File: src/rtl/fetch_pkg.sv
// Shared types and constants for the instruction fetch stage.
// fetch_entry_t carries one instruction word together with the PC it was fetched from.
package fetch_pkg;

    localparam int FETCH_ADDR_W  = 32;
    localparam int WORD_BYTES    = 4;
    localparam int PC_INC        = 4;
    localparam int PC_R15_OFFSET = 8;

    typedef struct packed {
        logic [31:0]             instr;
        logic [FETCH_ADDR_W-1:0] pc;
    } fetch_entry_t;

    // Clear the byte-offset bits so every fetch address is word aligned.
    function automatic logic [FETCH_ADDR_W-1:0] word_align(input logic [FETCH_ADDR_W-1:0] addr);
        return addr & ~(FETCH_ADDR_W'(WORD_BYTES - 1));
    endfunction

endpackage

File: src/rtl/fetch_queue.sv
// In-order FIFO of fetch entries with push, pop and flush; the head is read straight
// from the storage registers so no input ever reaches head combinationally.
module fetch_queue
    import fetch_pkg::*;
#(
    parameter int DEPTH = 2
) (
    input  logic                   clk,
    input  logic                   reset,
    input  logic                   push,
    input  fetch_entry_t           push_data,
    input  logic                   pop,
    input  logic                   flush,
    output fetch_entry_t           head,
    output logic [$clog2(DEPTH):0] count,
    output logic                   full,
    output logic                   empty
);

    localparam int PTR_W = $clog2(DEPTH);
    localparam logic [PTR_W:0] FULL_CNT = (PTR_W + 1)'(DEPTH);

    fetch_entry_t       mem_reg [DEPTH];
    logic [PTR_W-1:0]   wr_ptr_reg;
    logic [PTR_W-1:0]   rd_ptr_reg;
    logic [PTR_W:0]     count_reg;
    logic               do_push;
    logic               do_pop;

    assign full    = (count_reg == FULL_CNT);
    assign empty   = (count_reg == '0);
    assign do_pop  = pop && !empty;
    assign do_push = push && !full;

    always_ff @(posedge clk) begin
        if (reset || flush) begin
            wr_ptr_reg <= '0;
            rd_ptr_reg <= '0;
            count_reg  <= '0;
        end else begin
            if (do_push)
                wr_ptr_reg <= wr_ptr_reg + 1'b1;
            if (do_pop)
                rd_ptr_reg <= rd_ptr_reg + 1'b1;
            case ({do_push, do_pop})
                2'b10:   count_reg <= count_reg + 1'b1;
                2'b01:   count_reg <= count_reg - 1'b1;
                default: count_reg <= count_reg;
            endcase
        end
    end

    genvar gi;
    generate
        for (gi = 0; gi < DEPTH; gi++) begin : g_slot
            always_ff @(posedge clk) begin
                if (do_push && (wr_ptr_reg == PTR_W'(gi)))
                    mem_reg[gi] <= push_data;
            end
        end
    endgenerate

    assign head  = mem_reg[rd_ptr_reg];
    assign count = count_reg;

endmodule

File: src/rtl/instr_fetch.sv
// Fetch stage: issues word-aligned requests under a credit limit, queues returned words
// with their PCs and hands them to decode; redirects flush the queue and drop stale responses.
module instr_fetch
    import fetch_pkg::*;
#(
    parameter int                DEPTH    = 2,
    parameter int                ADDR_W   = FETCH_ADDR_W,
    parameter logic [ADDR_W-1:0] RESET_PC = '0
) (
    input  logic              clk,
    input  logic              reset,
    output logic              imem_req_valid,
    input  logic              imem_req_ready,
    output logic [ADDR_W-1:0] imem_addr,
    input  logic              imem_rsp_valid,
    input  logic [31:0]       imem_rsp_data,
    input  logic              redirect_valid,
    input  logic [ADDR_W-1:0] redirect_pc,
    output logic              instr_valid,
    input  logic              instr_ready,
    output logic [31:0]       instr,
    output logic [ADDR_W-1:0] instr_pc,
    output logic [ADDR_W-1:0] instr_pc_plus8
);

    localparam int CNT_W  = $clog2(DEPTH) + 1;
    // Wide enough for many back-to-back redirects against a slow memory.
    localparam int DROP_W = 16;

    logic [ADDR_W-1:0] fetch_pc_reg;
    logic [CNT_W-1:0]  outstanding_reg;
    logic [CNT_W-1:0]  outstanding_next;
    logic [DROP_W-1:0] drop_cnt_reg;
    logic [DROP_W-1:0] drop_cnt_next;

    logic              req_fire;
    logic              rsp_drop;
    logic              rsp_take;
    logic              rsp_counted;
    logic              instr_pop;

    fetch_entry_t      data_head;
    fetch_entry_t      data_push;
    logic [CNT_W-1:0]  data_count;
    logic              data_full;
    logic              data_empty;

    fetch_entry_t      pend_head;
    fetch_entry_t      pend_push;
    logic [CNT_W-1:0]  pend_count;
    logic              pend_full;
    logic              pend_empty;

    // Credit covers words already queued plus requests whose responses will be kept.
    assign imem_req_valid = !reset && !redirect_valid &&
                            (({1'b0, data_count} + {1'b0, outstanding_reg}) < (CNT_W + 1)'(DEPTH));
    assign imem_addr      = fetch_pc_reg;
    assign req_fire       = imem_req_valid && imem_req_ready;

    assign rsp_drop    = imem_rsp_valid && (drop_cnt_reg != '0);
    assign rsp_take    = imem_rsp_valid && (drop_cnt_reg == '0) && (outstanding_reg != '0);
    assign rsp_counted = rsp_drop || rsp_take;

    assign instr_valid = !data_empty;
    assign instr_pop   = instr_valid && instr_ready;

    assign data_push = '{instr: imem_rsp_data, pc: pend_head.pc};
    assign pend_push = '{instr: '0, pc: fetch_pc_reg};

    // Dropped responses never had a tracker entry kept: the tracker is flushed on redirect.
    fetch_queue #(.DEPTH(DEPTH)) u_data_q (
        .clk       (clk),
        .reset     (reset),
        .push      (rsp_take),
        .push_data (data_push),
        .pop       (instr_pop),
        .flush     (redirect_valid),
        .head      (data_head),
        .count     (data_count),
        .full      (data_full),
        .empty     (data_empty)
    );

    fetch_queue #(.DEPTH(DEPTH)) u_pend_q (
        .clk       (clk),
        .reset     (reset),
        .push      (req_fire),
        .push_data (pend_push),
        .pop       (rsp_take),
        .flush     (redirect_valid),
        .head      (pend_head),
        .count     (pend_count),
        .full      (pend_full),
        .empty     (pend_empty)
    );

    always_comb begin
        outstanding_next = outstanding_reg;
        drop_cnt_next    = drop_cnt_reg;
        if (redirect_valid) begin
            outstanding_next = '0;
            drop_cnt_next    = drop_cnt_reg + DROP_W'(outstanding_reg) - DROP_W'(rsp_counted);
        end else begin
            case ({req_fire, rsp_take})
                2'b10:   outstanding_next = outstanding_reg + 1'b1;
                2'b01:   outstanding_next = outstanding_reg - 1'b1;
                default: outstanding_next = outstanding_reg;
            endcase
            if (rsp_drop)
                drop_cnt_next = drop_cnt_reg - 1'b1;
        end
    end

    always_ff @(posedge clk) begin
        if (reset) begin
            fetch_pc_reg    <= RESET_PC;
            outstanding_reg <= '0;
            drop_cnt_reg    <= '0;
        end else begin
            outstanding_reg <= outstanding_next;
            drop_cnt_reg    <= drop_cnt_next;
            if (redirect_valid)
                fetch_pc_reg <= word_align(redirect_pc);
            else if (req_fire)
                fetch_pc_reg <= fetch_pc_reg + ADDR_W'(PC_INC);
        end
    end

    assign instr          = data_head.instr;
    assign instr_pc       = data_head.pc;
    assign instr_pc_plus8 = data_head.pc + ADDR_W'(PC_R15_OFFSET);

    // A response with nothing in flight is a memory protocol error; it is ignored above.
    always_ff @(posedge clk) begin
        if (!reset && imem_rsp_valid)
            assert ((outstanding_reg != '0) || (drop_cnt_reg != '0));
    end

    logic unused_q_status;
    assign unused_q_status = ^{data_full, pend_head.instr, pend_count, pend_full, pend_empty};

endmodule

File: config.mk
export PLATFORM = sky130hd
export DESIGN_NAME = instr_fetch
export DESIGN_NICKNAME = d
export VERILOG_FILES = /design/src/rtl/fetch_pkg.sv /design/src/rtl/fetch_queue.sv /design/src/rtl/instr_fetch.sv
export SDC_FILE = /design/constraint.sdc
export NUM_CORES = 1
export LEC_CHECK = 0
export ABC_AREA = 1
export CAP_MARGIN = 20
export CORE_AREA = 3 3 172 174
export CTS_BUF_LIST = sky130_fd_sc_hd__clkbuf_8 sky130_fd_sc_hd__clkbuf_16
export DETAILED_ROUTE_END_ITERATION = 12
export DIE_AREA = 0 0 175 177
export GPL_ROUTABILITY_DRIVEN = 0
export PLACE_DENSITY = 0.77
export SYNTH_ARGS = -nofsm -noshare
export SYNTH_HDL_FRONTEND = slang
export SYNTH_SLANG_ARGS = --single-unit
File: constraint.sdc
create_clock -name clk -period 4.9 [get_ports clk]
set_input_delay 0.98 -clock clk [delete_from_list [all_inputs] [get_ports clk]]
set_output_delay 0.98 -clock clk [all_outputs]
set_load 0.02 [all_outputs]
==> out/metrics.cfg <==
[critical_path]
crit_type = reg -> out
reg2reg_from = drop_cnt_reg[6]
start_kind = flop
cp-end-kind = output pin
required_ps = 3920
crit_fanout = 65
arrival_ps = 3330

[routing]
ant_nets = 0
vias = 10100
via_per_inst = 5.17
wl_per_cell_um = 16.1
firstDrtPassIters = 5
drc = 0
drt_iter0_markers = 932
wirelength_mm = 31.3

[synth]
syn_area_per_cell_um2 = 9.33
ys.warnings.count = 0
synth_seq_cells = 242
ys_types = 50
synth_edf_count = 184
synth_cells = 1355
netlist_top_cells_count = nand2_1 (306), edfxtp_1 (184), inv_1 (178), nor2_1 (131), nand3_1 (73)
netlist_area_um2 = 12600
yosys.area.top_type = edfxtp_1
ys.flop_type = edfxtp_1
synth.most_common_cell = nand2_1
ys_seq_area_share_pct = 52.9
netlist.area_leader.share_pct = 43.7
async_reset_ff_share_pct = 0
ys_top_cells_by_area = edfxtp_1 (44%), dfxtp_1 (9.2%), nand2_1 (9.1%)

[die]
rows = 61
fp.dieW_um = 175
io_pins = 200
start_util_pct = 45.3
die_y_um = 177
dieArea_um2 = 31000
core_area_um2 = 27900

[global_routing]
grt-ovfl-total = 0
grt_pass1_vias = 9529
antenna_found_initial = 0
grt_use_total_pct = 19.5
grt_pass1_wl_mm = 49.1
grt_max_degree = 66

[finish]
syn2layout_area_growth_pct = 24.1
drive_above_1_share_pct = 9.51
fin_util_pct = 56.2
largest_register_ffs = 124
fin_nets = 1664
fin_cells = 1945
antenna_cells = 0

[placed_design]
place_hpwl_mm = 22.8
port_buffers = 191
dp_cells = 1900

[clock_network]
cts_resized = 0
clk_pin_slew_worst_paths_ps = 60
cts_sinks = 242
cts_tree = yes
cts_setup_buffers = 0
cts_max_path_buffers = 3
cts.htree.levels = 1
cts_hold_buf = 0
cts.root.buffer_cell = clkbuf_16
cts_buffers = 25
clk_latency_ps = 520

[flow_run]
drv_cap = 0

[hold_path]
hold_class = reg -> reg
hp-start = u_data_q.rd_ptr_reg

[timing]
fmax_ghz = 0.232
min_period_ps = 4310
slew_viol_final = 0
setup_viol = 0
worst_slew_pin_slew_ps = 928
slew_headroom_pct = 37.5
hold_violations = 0
finClkSkew_ps = 15.2
fin_tns_setup_ps = 0
min_period_over_period_pct = 87.9
grt_setup_unrepaired = no

[pwr]
ir_drop_v = 0.000267
p_leak_nw = 6.09
power_density_nw_per_um2 = 338

[run_status]
status = finished, final reports clean

-- report_power, final --
part           switching [W]  total [W]  internal, W  leakage, nW
clock               0.000756    0.00179      0.00103        0.394
combinational       0.000747    0.00118     0.000438         3.56
sequential         0.0000721    0.00233      0.00226         2.14
-- cell usage in the layout (no fill, tap or decap), drive strengths merged, types with 3 or more instances in the layout --
cell	Yosys	final
and2	3	3
nor3	23	23
inv	180	188
dfxtp	58	58
clkinv	3	10
clkbuf	15	25
o211ai	5	5
mux2	63	63
conb	1	6
a31oi	9	9
nand3b	4	4
nand3	75	75
nor2	142	142
o21ai	81	81
o21bai	6	6
clkdlybuf4s50	0	191
or2	3	3
nand2	309	309
buf	23	9
nand4	14	14
clkinvlp	0	3
xor2	30	30
edfxtp	184	184
a21oi	66	66
ha	43	43
-- kinds of logic after synthesis --
logic type               count (synthesis)  share of synthesized area (%)
other                                    1                         0.0297
multiplexers                            63                           5.61
buffers and inverters                  221                           7.36
adder cells (fa/ha/maj)                 45                           4.57
XOR/XNOR                                32                           2.22
AO/OA/AOI/OAI                          176                           7.83
flip-flops                             242                           52.9
AND/OR/NAND/NOR                        575                           19.5
-- layer usage --
layer	global-route usage [%]	vias to the layer above	wire length [µm]
met5	0	-	0
met4	6.02	0	801
met3	3.39	60	2580
met2	32.0	434	14400
met1	26.6	4667	13600
li1	-	4903	-
-- cell type report --
| type | count | area (µm²) |
|---|---|---|
| multi-input cells | 897 | 5070 |
| inverters | 183 | 688 |
| repair buffers | 200 | 2000 |
| flip-flops and latches | 242 | 6690 |
| clock buffers | 25 | 626 |
| well taps | 378 | 473 |
| clock inverters | 20 | 146 |
| fillers | 2354 | 12200 |
-- through the flow --
step | instance area, µm² | power (W) | hold WS, ps | setup WS (ps)
after detailed placement | 14900 | 0.00352 | 444 | 843
after global routing | 15700 | 0.00557 | 472 | 367
final | 15700 | 0.00531 | 453 | 594
after CTS | 15700 | 0.00531 | 453 | 567
after floorplan | 12700 | 0.00319 | 426 | 368
after global placement | 14900 | 0.00348 | 438 | 886
-- worst paths after layout --
| path | to | slack, ps | depth (start not counted) |
|---|---|---|---|
| max | instr_pc_plus8[15] | 590 | 8 |
| min | u_data_q.rd_ptr_reg | 450 | 1 |
| max reg2reg | drop_cnt_reg[8] | 1300 | 21 |
| min reg2reg | u_data_q.rd_ptr_reg | 450 | 1 |
-- critical path: stages (launching register included) --
cell and delay [ps]:
dfxtp_4 790, o21ai_2 180, inv_1 180, ha_1 240, nand2_2 120, nor2_1 230
and2_1 270, xor2_1 160, clkdlybuf4s50_1 610
(Power assumes the default switching activity.)
